**config.mk**
```make
export PLATFORM = sky130hd
export DESIGN_NAME = cdc_handshake_tx
export DESIGN_NICKNAME = d
export VERILOG_FILES = /design/src/rtl/cdc_hs_pkg.sv /design/src/rtl/cdc_handshake_tx_sync.sv /design/src/rtl/cdc_handshake_tx.sv
export SDC_FILE = /design/constraint.sdc
export NUM_CORES = 1
export LEC_CHECK = 0
export CORE_UTILIZATION = 45
export DETAILED_ROUTE_END_ITERATION = 7
export MAX_ROUTING_LAYER = met4
export PLACE_DENSITY = 0.85
export REMOVE_ABC_BUFFERS = 1
export SLEW_MARGIN = 20
export SYNTH_ARGS = -nofsm -noshare
export SYNTH_HDL_FRONTEND = slang
export SYNTH_HIERARCHICAL = 1
export SYNTH_SLANG_ARGS = --single-unit
```
**constraint.sdc**
```tcl
create_clock -name i_clk -period 2.16 [get_ports i_clk]
set_clock_uncertainty 0.05 [all_clocks]
set_input_delay 0.432 -clock i_clk [delete_from_list [all_inputs] [get_ports i_clk]]
set_output_delay 0.432 -clock i_clk [all_outputs]
set_load 0.03 [all_outputs]
```
**src/rtl/cdc_hs_pkg.sv**
```systemverilog
`timescale 1ns/1ps
`default_nettype none
// +----------------------------------------------------------------------------+
// | Module      : cdc_hs_pkg                                                   |
// | Description : Shared types and default constants for the 4-phase CDC      |
// |               handshake transmitter (cdc_handshake_tx).                   |
// | Contents    : cdc_hs_state_e state enum, default parameter constants,     |
// |               state_is_busy() helper.                                      |
// | Revision    : 1.0 - initial release                                        |
// +----------------------------------------------------------------------------+
package cdc_hs_pkg;

  // Default parameter values for cdc_handshake_tx.
  localparam int C_DEF_DATA_WIDTH     = 32;
  localparam int C_DEF_NUM_LEVELS     = 2;
  localparam int C_DEF_TIMEOUT_CYCLES = 1024;

  // Transmitter state. ERROR is only reachable when the watchdog is built in.
  typedef enum logic [1:0] {
    IDLE    = 2'd0,
    REQ     = 2'd1,
    RELEASE = 2'd2,
    ERROR   = 2'd3
  } cdc_hs_state_e;

  // A transfer is in progress in every state except IDLE (ERROR included).
  function automatic logic state_is_busy(input cdc_hs_state_e s);
    return (s != IDLE);
  endfunction

endpackage : cdc_hs_pkg
`default_nettype wire

```
**src/rtl/cdc_handshake_tx_sync.sv**
```systemverilog
`timescale 1ns/1ps
`default_nettype none
// +----------------------------------------------------------------------------+
// | Module      : cdc_handshake_tx_sync                                        |
// | Description : Multi-flop level synchronizer bringing an asynchronous      |
// |               single-bit level into the i_clk domain.                     |
// | Parameters  : C_NUM_LEVELS - number of flops in the chain (>= 1)           |
// | Ports       : i_clk   - destination clock                                  |
// |               i_rst   - synchronous active-high reset, clears all flops    |
// |               i_async - asynchronous input level                           |
// |               o_sync  - synchronized level (output of the last flop)       |
// | Revision    : 1.0 - initial release                                        |
// +----------------------------------------------------------------------------+
module cdc_handshake_tx_sync
  import cdc_hs_pkg::*;
#(
  parameter int C_NUM_LEVELS = C_DEF_NUM_LEVELS
) (
  input  logic i_clk,
  input  logic i_rst,
  input  logic i_async,
  output logic o_sync
);

  // Flop 0 samples the asynchronous input and may go metastable; later
  // flops give it time to resolve before the level is used.
  logic [C_NUM_LEVELS-1:0] r_sync;

  generate
    if (C_NUM_LEVELS == 1) begin : g_single
      always_ff @(posedge i_clk) begin
        if (i_rst) begin
          r_sync <= '0;
        end else begin
          r_sync <= i_async;
        end
      end
    end else begin : g_chain
      always_ff @(posedge i_clk) begin
        if (i_rst) begin
          r_sync <= '0;
        end else begin
          r_sync <= {r_sync[C_NUM_LEVELS-2:0], i_async};
        end
      end
    end
  endgenerate

  assign o_sync = r_sync[C_NUM_LEVELS-1];

endmodule : cdc_handshake_tx_sync
`default_nettype wire

```
**src/rtl/cdc_handshake_tx.sv**
```systemverilog
`timescale 1ns/1ps
`default_nettype none
// +----------------------------------------------------------------------------+
// | Module      : cdc_handshake_tx                                             |
// | Description : Source side of a 4-phase req/ack clock-domain-crossing      |
// |               handshake. Accepts one payload from a valid/ready source,   |
// |               holds it on o_data and walks REQ -> RELEASE -> IDLE against |
// |               the synchronized acknowledge.                               |
// | Macro       : CDC_HS_TIMEOUT_EN - builds the watchdog, the ERROR state    |
// |               and the o_timeout port.                                      |
// | Parameters  : C_DATA_WIDTH     - payload width                             |
// |               C_NUM_LEVELS     - synchronizer depth on i_ack               |
// |               C_TIMEOUT_CYCLES - watchdog limit (watchdog build only)      |
// | Ports       : i_clk     - clock                                            |
// |               i_rst     - synchronous active-high reset                    |
// |               i_valid   - source offers i_data                             |
// |               o_ready   - transfer accepted this cycle if i_valid          |
// |               i_data    - payload                                          |
// |               o_req     - registered 4-phase request                       |
// |               o_data    - registered payload to destination                |
// |               i_ack     - asynchronous acknowledge from destination        |
// |               o_busy    - transfer in progress (state != IDLE)             |
// |               o_done    - one-cycle pulse on transfer completion           |
// |               o_timeout - sticky watchdog error (watchdog build only)      |
// | Revision    : 1.0 - initial release                                        |
// +----------------------------------------------------------------------------+
module cdc_handshake_tx
  import cdc_hs_pkg::*;
#(
  parameter int C_DATA_WIDTH     = C_DEF_DATA_WIDTH,
  parameter int C_NUM_LEVELS     = C_DEF_NUM_LEVELS,
  parameter int C_TIMEOUT_CYCLES = C_DEF_TIMEOUT_CYCLES
) (
  input  logic                    i_clk,
  input  logic                    i_rst,
  input  logic                    i_valid,
  output logic                    o_ready,
  input  logic [C_DATA_WIDTH-1:0] i_data,
  output logic                    o_req,
  output logic [C_DATA_WIDTH-1:0] o_data,
  input  logic                    i_ack,
  output logic                    o_busy,
  output logic                    o_done
`ifdef CDC_HS_TIMEOUT_EN
  ,
  output logic                    o_timeout
`endif
);

  cdc_hs_state_e           r_state;
  logic                    r_req;
  logic [C_DATA_WIDTH-1:0] r_data;
  logic                    r_done;
  logic                    w_ack_s;
  logic                    w_ready;

  cdc_handshake_tx_sync #(
    .C_NUM_LEVELS (C_NUM_LEVELS)
  ) u_ack_sync (
    .i_clk   (i_clk),
    .i_rst   (i_rst),
    .i_async (i_ack),
    .o_sync  (w_ack_s)
  );

  // A stale acknowledge from a previous (possibly aborted) transfer must
  // fall before a new request may be raised, otherwise the destination
  // could not tell the two transfers apart.
  assign w_ready = (r_state == IDLE) && !w_ack_s;

`ifdef CDC_HS_TIMEOUT_EN
  localparam int C_CNT_W = $clog2(C_TIMEOUT_CYCLES + 1);

  logic [C_CNT_W-1:0] r_cnt;
  logic               r_timeout;
  logic               w_cnt_last;

  // The counter is cleared when REQ/RELEASE is entered, so reaching the
  // limit on the next increment means C_TIMEOUT_CYCLES cycles were spent
  // waiting in the current phase.
  assign w_cnt_last = (r_cnt == C_CNT_W'(C_TIMEOUT_CYCLES - 1));
`else
  // Keeps the watchdog parameter referenced in the build without it.
  logic w_unused_timeout_cfg;
  assign w_unused_timeout_cfg = (C_TIMEOUT_CYCLES > 0);
`endif

  always_ff @(posedge i_clk) begin
    if (i_rst) begin
      r_state   <= IDLE;
      r_req     <= 1'b0;
      r_data    <= '0;
      r_done    <= 1'b0;
`ifdef CDC_HS_TIMEOUT_EN
      r_cnt     <= '0;
      r_timeout <= 1'b0;
`endif
    end else begin
      r_done <= 1'b0;
      case (r_state)
        IDLE: begin
          if (i_valid && w_ready) begin
            r_data  <= i_data;
            r_req   <= 1'b1;
            r_state <= REQ;
`ifdef CDC_HS_TIMEOUT_EN
            r_cnt   <= '0;
`endif
          end
        end

        REQ: begin
          if (w_ack_s) begin
            r_req   <= 1'b0;
            r_state <= RELEASE;
`ifdef CDC_HS_TIMEOUT_EN
            r_cnt   <= '0;
          end else if (w_cnt_last) begin
            r_req     <= 1'b0;
            r_timeout <= 1'b1;
            r_state   <= ERROR;
          end else begin
            r_cnt <= r_cnt + 1'b1;
`endif
          end
        end

        RELEASE: begin
          if (!w_ack_s) begin
            r_done  <= 1'b1;
            r_state <= IDLE;
`ifdef CDC_HS_TIMEOUT_EN
          end else if (w_cnt_last) begin
            r_timeout <= 1'b1;
            r_state   <= ERROR;
          end else begin
            r_cnt <= r_cnt + 1'b1;
`endif
          end
        end

`ifdef CDC_HS_TIMEOUT_EN
        // Terminal until reset: the handshake is in an unknown phase and
        // cannot be resumed safely.
        ERROR: begin
          r_req <= 1'b0;
        end
`endif

        default: begin
          r_req   <= 1'b0;
          r_state <= IDLE;
        end
      endcase
    end
  end

  assign o_ready = w_ready;
  assign o_req   = r_req;
  assign o_data  = r_data;
  assign o_busy  = state_is_busy(r_state);
  assign o_done  = r_done;
`ifdef CDC_HS_TIMEOUT_EN
  assign o_timeout = r_timeout;
`endif

endmodule : cdc_handshake_tx
`default_nettype wire

```
After elaboration in Yosys (flattened, before gate mapping) --
Index checks and enable logic that the tools add are counted.
Word-level totals: bits in registers 38, bits of input ports 36, logic and storage cells 28
Operators by class: bitwise operators 1, eq/ne operators 5, reductions and logical operators 9, muxes and demuxes 8
Operators with widths (count):
- 2-bit two-way mux | 3
- 2-bit one-hot mux with 3 select lines | 1
- 3-bit AND reduction | 2
- 2-bit by 1-bit != test with 1-bit output (second input constant) | 2
- 1-bit two-way mux | 3
- 1-bit one-hot mux with 3 select lines | 1
- 2-bit by 1-bit == test with 1-bit output (second input constant) | 1
- 2-bit == test (second input constant) | 1
- 1-bit logical AND | 2
- 2-bit zero test | 1
- 2-bit != test (second input constant) | 1
- 2-bit AND reduction | 1
- 2-bit nonzero test | 1
- 2-bit OR reduction | 1
- 1-bit zero test | 1
- 1-bit NOT | 1

Logic depth before layout (Yosys ltp) --
word-level depth 5, mapped depth 4, gate-level depth less buffers 2

By module --
Netlist, hierarchy kept.
Modules (own cells, without submodules):
- cdc_handshake_tx | cells an instance 155, area an instance 1621.6 µm², sequential area each 720.7 µm², instances 1
- cdc_handshake_tx_sync | cells an instance 4, area an instance 52.6 µm², sequential area each 40.0 µm², instances 1

Worst setup path after synthesis --
OpenSTA, ideal clock, no wires.
kind register to output, start point register r_state[1], end point output o_ready, arrival 1.149 ns, stages on the path, launching flop included 3, setup slack 0.529 ns, data required time 1.678 ns, buffers on the path 0, cells stage by stage dfxtp_1 -> or2_1 -> nor2_1
Between the ends: cells in the longest elaborated chain, start to end 2
RTL lines:
- start: declaration | line cdc_handshake_tx.sv:50 | cdc_hs_state_e r_state;
- start signal: assignment | line cdc_handshake_tx.sv:90 | r_state <= IDLE;
- start signal: assignment | line cdc_handshake_tx.sv:105 | r_state <= REQ;
- start signal: assignment | line cdc_handshake_tx.sv:115 | r_state <= RELEASE;
- 2-bit zero test | line cdc_handshake_tx.sv:69 | assign w_ready = (r_state == IDLE) && !w_ack_s;
- 1-bit logical AND | line cdc_handshake_tx.sv:69
- end: declaration | line cdc_handshake_tx.sv:37 | output logic o_ready,
No other way between the ends.

Worst setup path after layout --
Ends and elaborated chain as after synthesis.

==> results.toml <==
[pwr]
switching_share = 0.258
p_switching_w = 0.000441
total_power_w = 0.00171
cellPowerDensity_mw_per_mm2 = 685
seqPwrFrac = 0.452
internal_power_w = 0.00127
p_comb_frac = 0.225
p_leak_nw = 0.977
clkPwrFrac = 0.323
ir_worst_vdd_mv = 0.540

[critical_path]
critPathArrivalTime_ns = 1.42
start_kind = "flop"
timing.rr.end = "o_data[15]$_SDFFE_PP0P_"
r2r_start = "r_state[1]$_SDFFE_PP0P_"
startpoint = "r_state[1]$_SDFFE_PP0P_"
critPathKind = "flop to primary output"
r2r_slack_ns = 0.70
cp-end-kind = "primary output"
r2r_cells = 3
crit_required_ns = 1.68
crit_fanout = 6

[layout]
drive_gt1_frac = 0.0522
mostFrequentLayoutCells = "69 x clkdlybuf4s50_1, 64 x nand2b_1, 38 x dfxtp_1"
diodes = 0
synthToLayoutAreaGrowth_pct = 49.3
nNetsFinal = 265
layout.cells.non_filler = 276
final_common_cell = "clkdlybuf4s50_1"
fillers = 276

[floorplan]
core_area_mm2 = 0.00344
chipHeight_um = 63.0
core.rowCount = 21
dieWidth_um = 63.0
start_util = 0.486
io_pins = 72
die_area_mm2 = 0.00397

[clock_tree]
insertion_delay_ns = 0.28
cts_setup_buffers = 0
h-tree-depth = 2
clockBufferDepth = 2
clkSlewWorstSetupHoldPaths_ns = 0.07
clock-sinks = 38
cts_buffers = 5
clockRootBuffer = "clkbuf_8"
cts_tree = "done"

[sta]
period_needed_ns = 1.90
finalMaxSlewViolations = 0
setup_viol = 0
post-route-period-util = 0.880
fmax_ghz = 0.526
max_slew_margin = 0.767
hold_viol = 0
rsz0062_at_grt = "false"
tightestPinTransition_ns = 0.350
finalWorstSetupSlack_ns = 0.259

[route]
drt-total-wl_mm = 3.50
first_iter_violations = 34
first_pass_iters = 4
ant_nets = 0
vias = 1277
avgRoutedWirePerCell_um = 12.7
drcViolationCount = 0
avgViaCountPerCell = 4.63

[synthesis]
yosysSeqAreaShare = 0.454
synth_mux_area_frac = 0.191
yosys_warnings = 6
synth.area.top_cells = "dfxtp_1 45%, nand2b_1 24%, mux2i_1 19%"
synth_area_leader_cell = "dfxtp_1"
ys_ff_latch = 38
synth_fa_ha_area_frac = 0
synth_simple_gate_area_share = 0.280
synth_area_mm2 = 0.00167
synth_area_per_cell_um2 = 10.5
ys_types = 17
netlist_instances = 159
synth_xor_area_frac = 0.00523
yosys.area.top_type_share = 0.454
synth_top_family_by_area = "simple AND/OR/NAND/NOR gates"
synth_compound_area_frac = 0.00822

[hold_path]
min_delay_path_depth = 1
hp-class = "flop to flop"
hold_end = "u_ack_sync/r_sync[1]$_SDFF_PP0_"
min-delay-start = "u_ack_sync/r_sync[0]$_SDFF_PP0_"

[global_route]
antenna_found_initial = 0
grt_max_degree = 71
track_usage = 0.197
grt_first_pass_wirelength_mm = 5.82
grt_pass1_vias = 1322
grt-ovfl-total = 0

[outcome]
status = "finished, final reports clean"

[flow_run]
maxCapViolCount = 0

[place]
gp_congestion = 0.732
portBuffers = 71
dp_hpwl_mm = 2.46
dpl.cell_count = 268
dpl_worst_slack_ns = 0.254
## through the flow
stage,instance area (um^2),hold WS [ns],TNS [ns],utilization
6_report,2500,0.387,0,0.726
5_1_grt,2500,0.406,0,0.726
4_1_cts,2500,0.396,0,0.726
3_5_place_dp,2390,0.379,0,0.694
3_3_place_gp,2390,0.370,0,0.694
2_1_floorplan,1580,0.364,-44.37,-
## sequential cells by signal, summed over array words and instances, names as in the netlist
| name | cells |
|---|---|
| o_data | 32 |
| r_state | 2 |
| u_ack_sync/r_sync | 2 |
| o_done | 1 |
| o_req | 1 |
## power groups by stage
stage	registers (W)	clock network, W	logic (W)
2_1_floorplan	0.000870	0	0.000120
3_3_place_gp	0.000786	0	0.000380
3_5_place_dp	0.000790	0	0.000387
4_1_cts	0.000774	0.000570	0.000387
5_1_grt	0.000780	0.000603	0.000407
6_report	0.000774	0.000553	0.000384
## cell families (layout without fill, tap and decap cells)
kind of cell / count (synthesis) / count (layout)
and+or+nand+nor: 74 / 74
DFF: 38 / 38
muxes: 32 / 32
buffers and inverters: 12 / 83
AOI/OAI and AO/OA: 2 / 2
xor gates and xnor gates: 1 / 1
## Yosys cell counts
cell,n
nand2b_1,64
dfxtp_1,38
mux2i_1,32
clkbuf_1,7
buf_12,3
nor2b_1,3
nor2_1,2
a22o_1,1
and3_1,1
buf_6,1
inv_1,1
nor4_1,1
nor4b_1,1
nor4b_2,1
o21ai_0,1
or2_1,1
xor2_1,1
## what timing repair did
action,in CTS,in global routing
gates cloned,0,0
endpoints found under the hold margin,0,0
hold buffers,0,0
endpoints found under the setup margin,1,1
resized for setup,1,1
## per-layer routing
layer  routed length, um  vias to the layer above  GRT usage
li1                    -                      652          -
met1                1600                      580      0.207
met2                1660                       43      0.329
met3                 200                        2     0.0547
met4                  43                        0      0.113
met5                   0                        -          -
## how the worst max path moves through the flow
stage / to / slack [ns] / cells after the start
2_1_floorplan: o_req$_SDFFE_PP0P_ / -1.36 / 2
3_3_place_gp: o_ready / 0.31 / 3
3_5_place_dp: o_data[15]$_SDFFE_PP0P_ / 0.25 / 4
4_1_cts: o_busy / 0.06 / 2
5_1_grt: o_ready / 0.18 / 3
6_report: o_ready / 0.26 / 3
## critical path, cell delays in order, from the launching register on
cell and delay, ns:
dfxtp_1 0.38, or2_1 0.27, nor2_1 0.08, dlygate4sd2_1 0.41
## cell type report
type / count / area [um^2] / share of cell area
flip-flops and latches: 38 / 761 / 0.304
inverters: 1 / 3.75 / 0.00150
repair buffers: 74 / 747 / 0.299
clock buffers: 8 / 110 / 0.0440
multi-input cells: 109 / 821 / 0.328
well taps: 46 / 57.6 / 0.0230
No activity file was read; power rests on OpenSTA's default activity.
==> edit 1: new RTL, config.mk and constraints unchanged <==
Set the package constant `C_DEF_NUM_LEVELS` to 1 (it was 2).
--- a/src/rtl/cdc_hs_pkg.sv
+++ b/src/rtl/cdc_hs_pkg.sv
@@ -13,5 +13,5 @@
   // Default parameter values for cdc_handshake_tx.
   localparam int C_DEF_DATA_WIDTH     = 32;
-  localparam int C_DEF_NUM_LEVELS     = 2;
+  localparam int C_DEF_NUM_LEVELS     = 1;
   localparam int C_DEF_TIMEOUT_CYCLES = 1024;
 
Formal check against the unedited RTL: not equivalent (Yosys sat finds a counterexample within 4 cycles, from zero or initial values and one cycle with i_rst high).
==> edit 1 against the original RTL <==
  * Sequential cell count shrank 1
  * Non-clock buffer count grew 1
  * Highest routed layer unchanged
  * Wire length grew 2.1%
  * Clock power grew 12%
  * Fmax shrank 8.8%
  * Sequential share of layout area shrank 0.71 points
  * Design area shrank 0.30%
  * Largest cell class unchanged
  * Critical path type unchanged
  * Setup slack lost 0.18 ns
  * Core utilization shrank 0.22 points
  * Worst hold slack gained 0.034 ns
  * Total power grew 2.3%
  * Area after synthesis shrank 1.1%
==> edit 1: results (changes against the original RTL) <==
maximum vdd drop 0.3484 mV (-35%); largest net degree at the start of global routing 40 (-44%); slowest cell on the critical path clkdlybuf4s50_1; dpl cell area 2377 µm² (-0.47%); leakage power 0.9567 nW (-2.1%); Hold EP o_data[26]; hold path cells 2 (+1); post-synthesis mux area share 0.1935 (+0.002169); share of cells above drive strength 1 0.05677 (+0.004595); ant diodes 0 (unchanged); worst-path maximum fanout 6 (unchanged); first-pass GRT wire length 6003 µm (+3.2%); top cells by instance count after synthesis 64 x nand2b_1, 37 x dfxtp_1, 32 x mux2i_1; Area contributors post-synth dfxtp_1 45%, nand2b_1 24%, mux2i_1 19%, buf_12 3.6%, clkbuf_1 1.6%; Pre-antenna DRT Iters 4 (unchanged); terminus of the critical flop-to-flop path o_data[25]; clk_lat worst skew 0.29 ns; power share of the combinational group 0.217 (-0.008); Crit path largest cell delay 0.67 ns (+0.26 ns); Reg area 740.7 µm² (-2.6%); vias in the first global route 1,284 (-2.9%); HP Start o_data[26]; Post-DP HPWL 2655 µm (+7.9%); DR vias 1,283 (+0.47%); final-layout fill cell count 246 (-11%); CP arrival 1.60 ns (+0.18 ns); Syn Inst Count 157 (-1.3%); Post-Route WL 3575 µm (+2.1%); pre-CTS setup slack 0.2655 ns (+0.01201 ns); clock network power share 0.353 (+0.030); Worst Setup EP o_busy; nets 264 (-0.38%); Int Pwr 1.303 mW (+2.6%); RePlAce Congestion 0.7899 (+8.0%); met1 global-route usage 0.2174 (+0.009958); Worst Tran Pin Value 0.4027 ns (+0.05266 ns); gr usage total 0.2051 (+0.007719); Synth cell types 18 (+1); Sw Pwr 448.9 µW (+1.7%); status complete, no violations; ys async rst share 0 (unchanged); maximum clock path buffer count 2 (unchanged); Root Buffer clkbuf_8; grt met3 use 0.06204 (+0.007299); Resized cells post-CTS 1 (unchanged); drt wl/cell 13.00 µm (+2.5%); Crit path max-delay family buffers and inverters; Worst Setup SP r_state[0]; met2 Use GR 0.3478 (+0.01853); WHS 0.4210 ns (+0.03415 ns); Compound-Gate Fraction of Synth Area 0.008314 (+0.00009321); register area share after synthesis 0.4475 (-0.006942); Ys Warns 6 (unchanged); Setup TNS 0 ns (unchanged); Post-Synth XOR/XNOR Area 0.005291 (+0.00005932); crit path time final 2.084 ns (+0.1825 ns); htree depth 2 (unchanged); Placed Cells 267 (-0.37%)
==> edit 1: tightest hold or removal path: stages (launching register included) <==
cell and delay (ns):
dfxtp_1 0.32, nand2b_1 0.06, mux2i_1 0.05
==> edit 1: cells by family (layout without fill, tap and decap cells) <==
kind of cell | Yosys count | in the layout
buffers and inverters | 12 | 84
XOR/XNOR | 1 | 1
AND/OR/NAND/NOR | 73 | 73
flip-flops | 37 | 37
multiplexers | 32 | 32
AO/OA/AOI/OAI | 2 | 2
==> edit 1: per-layer routing <==
| layer | vias to the layer above | share of wire | wire length (µm) |
|---|---|---|---|
| met5 | - | 0 | 0 |
| met4 | 0 | 0.026 | 92 |
| met3 | 10 | 0.061 | 218 |
| met2 | 54 | 0.49 | 1748 |
| met1 | 576 | 0.42 | 1516 |
| li1 | 643 | - | - |
==> edit 1: final cells by class <==
cell class	instances	area share
clock buffer	7	0.03464
clock inverter	1	0.01205
inverter	1	0.001506
multi-input combinational	108	0.3298
sequential	37	0.2972
tap	46	0.02309
timing repair buffer	75	0.3017
==> edit 2: new RTL, config.mk and constraints unchanged <==
Made on the original files. Encoding of `cdc_hs_state_e`: now one-hot (4 bits for 4 states).
--- a/src/rtl/cdc_hs_pkg.sv
+++ b/src/rtl/cdc_hs_pkg.sv
@@ -17,9 +17,9 @@
 
   // Transmitter state. ERROR is only reachable when the watchdog is built in.
-  typedef enum logic [1:0] {
-    IDLE    = 2'd0,
-    REQ     = 2'd1,
-    RELEASE = 2'd2,
-    ERROR   = 2'd3
+  typedef enum logic [3:0] {
+    IDLE    = 4'b0001,
+    REQ     = 4'b0010,
+    RELEASE = 4'b0100,
+    ERROR   = 4'b1000
   } cdc_hs_state_e;
 
Function: no difference found for any inputs over 10 cycles, from zero or initial values and one cycle with i_rst high; not proved beyond that.
==> edit 2 against the original RTL <==
  * Design area is 4.8% higher
  * Sequential cell count grew 1
  * Setup slack worse by 0.19 ns
  * Fmax decreased by 9.0%
  * Count of clock-buffer cells in the layout did not move
  * Wire length fell by 1.6%
  * Largest power group unchanged
  * Total power increased by 3.6%
  * Area after synthesis increased by 7.5%
==> edit 2: results (changes against the original RTL) <==
status complete, no violations; dpl cell area 2521 µm² (+5.6%); Post-DP HPWL 2437 µm (-0.98%); Worst slew margin 0.7752 (+0.008558); Syn Area/Cell 10.47 µm² (-0.58%); CP arrival 1.61 ns (+0.19 ns); maximum vdd drop 0.3753 mV (-30%); htree depth 2 (unchanged); gr usage total 0.1832 (-0.01419); initial antenna violation count 0 (unchanged); share of cells above drive strength 1 0.06967 (+0.01750); register area share after synthesis 0.4336 (-0.02078); DR vias 1,353 (+6.0%); drt wl/cell 11.79 µm (-7.0%); violation count after the first detailed-routing iteration 43 (+26%); top cells by instance count after synthesis 64 x nand2b_1, 39 x dfxtp_1, 32 x mux2i_1; Placed Cells 284 (+6.0%); final cell count without fillers 292 (+5.8%); Synth cell types 27 (+10); pre-CTS setup slack 0.2392 ns (-0.01430 ns); final-layout fill cell count 298 (+8.0%); Crit path largest cell delay 0.67 ns (+0.26 ns); leakage power 0.9978 nW (+2.1%); vias in the first global route 1,296 (-2.0%); slowest cell on the critical path clkdlybuf4s50_1; Pre-antenna DRT Iters 3 (-1); worst-path maximum fanout 9 (+3); Resized cells post-CTS 1 (unchanged); RePlAce Congestion 0.7431 (+1.6%); first-pass GRT wire length 5761 µm (-0.95%)
==> edit 2: per-layer routing <==
metal | track usage | vias to the layer above | wire, µm
li1 | - | 699 | -
met1 | 0.2090 | 600 | 1612
met2 | 0.2796 | 47 | 1474
met3 | 0.07639 | 7 | 305
met4 | 0.08152 | 0 | 51
met5 | - | - | 0
==> edit 2: final cells by class <==
class / count / area [µm²] / share of cell area
clock buffer: 8 / 100.1 / 0.03820
inverter: 1 / 3.754 / 0.001433
multi-input combinational: 119 / 908.4 / 0.3467
sequential: 39 / 780.7 / 0.2980
tap: 48 / 60.06 / 0.02292
timing repair buffer: 77 / 767.0 / 0.2927
==> edit 2: power by group <==
group / switching (mW) / leakage [nW] / internal [mW]
combinational: 0.212 / 0.626 / 0.229
clock: 0.243 / 0.0515 / 0.291
sequential: 0.0288 / 0.320 / 0.770
total: 0.484 / 0.998 / 1.29
==> edit 2: path summary, 6_finish.rpt <==
check / cells past startpoint / from / slack (ns) / to
max: 3 / r_state[2] / 0.07 / o_busy
min: 1 / u_ack_sync/r_sync[0] / 0.40 / u_ack_sync/r_sync[1]
max reg2reg: 4 / u_ack_sync/r_sync[1] / 0.75 / o_data[28]
min reg2reg: 1 / u_ack_sync/r_sync[0] / 0.40 / u_ack_sync/r_sync[1]
==> edit 2: cell families (layout without fill, tap and decap cells) <==
family | after synthesis | after routing | synth area share
AO/OA/AOI/OAI | 4 | 4 | 0.01738
XOR/XNOR | 1 | 1 | 0.004865
buffers and inverters | 14 | 86 | 0.06185
flip-flops | 39 | 39 | 0.4336
multiplexers | 33 | 33 | 0.1842
AND/OR/NAND/NOR | 81 | 81 | 0.2981
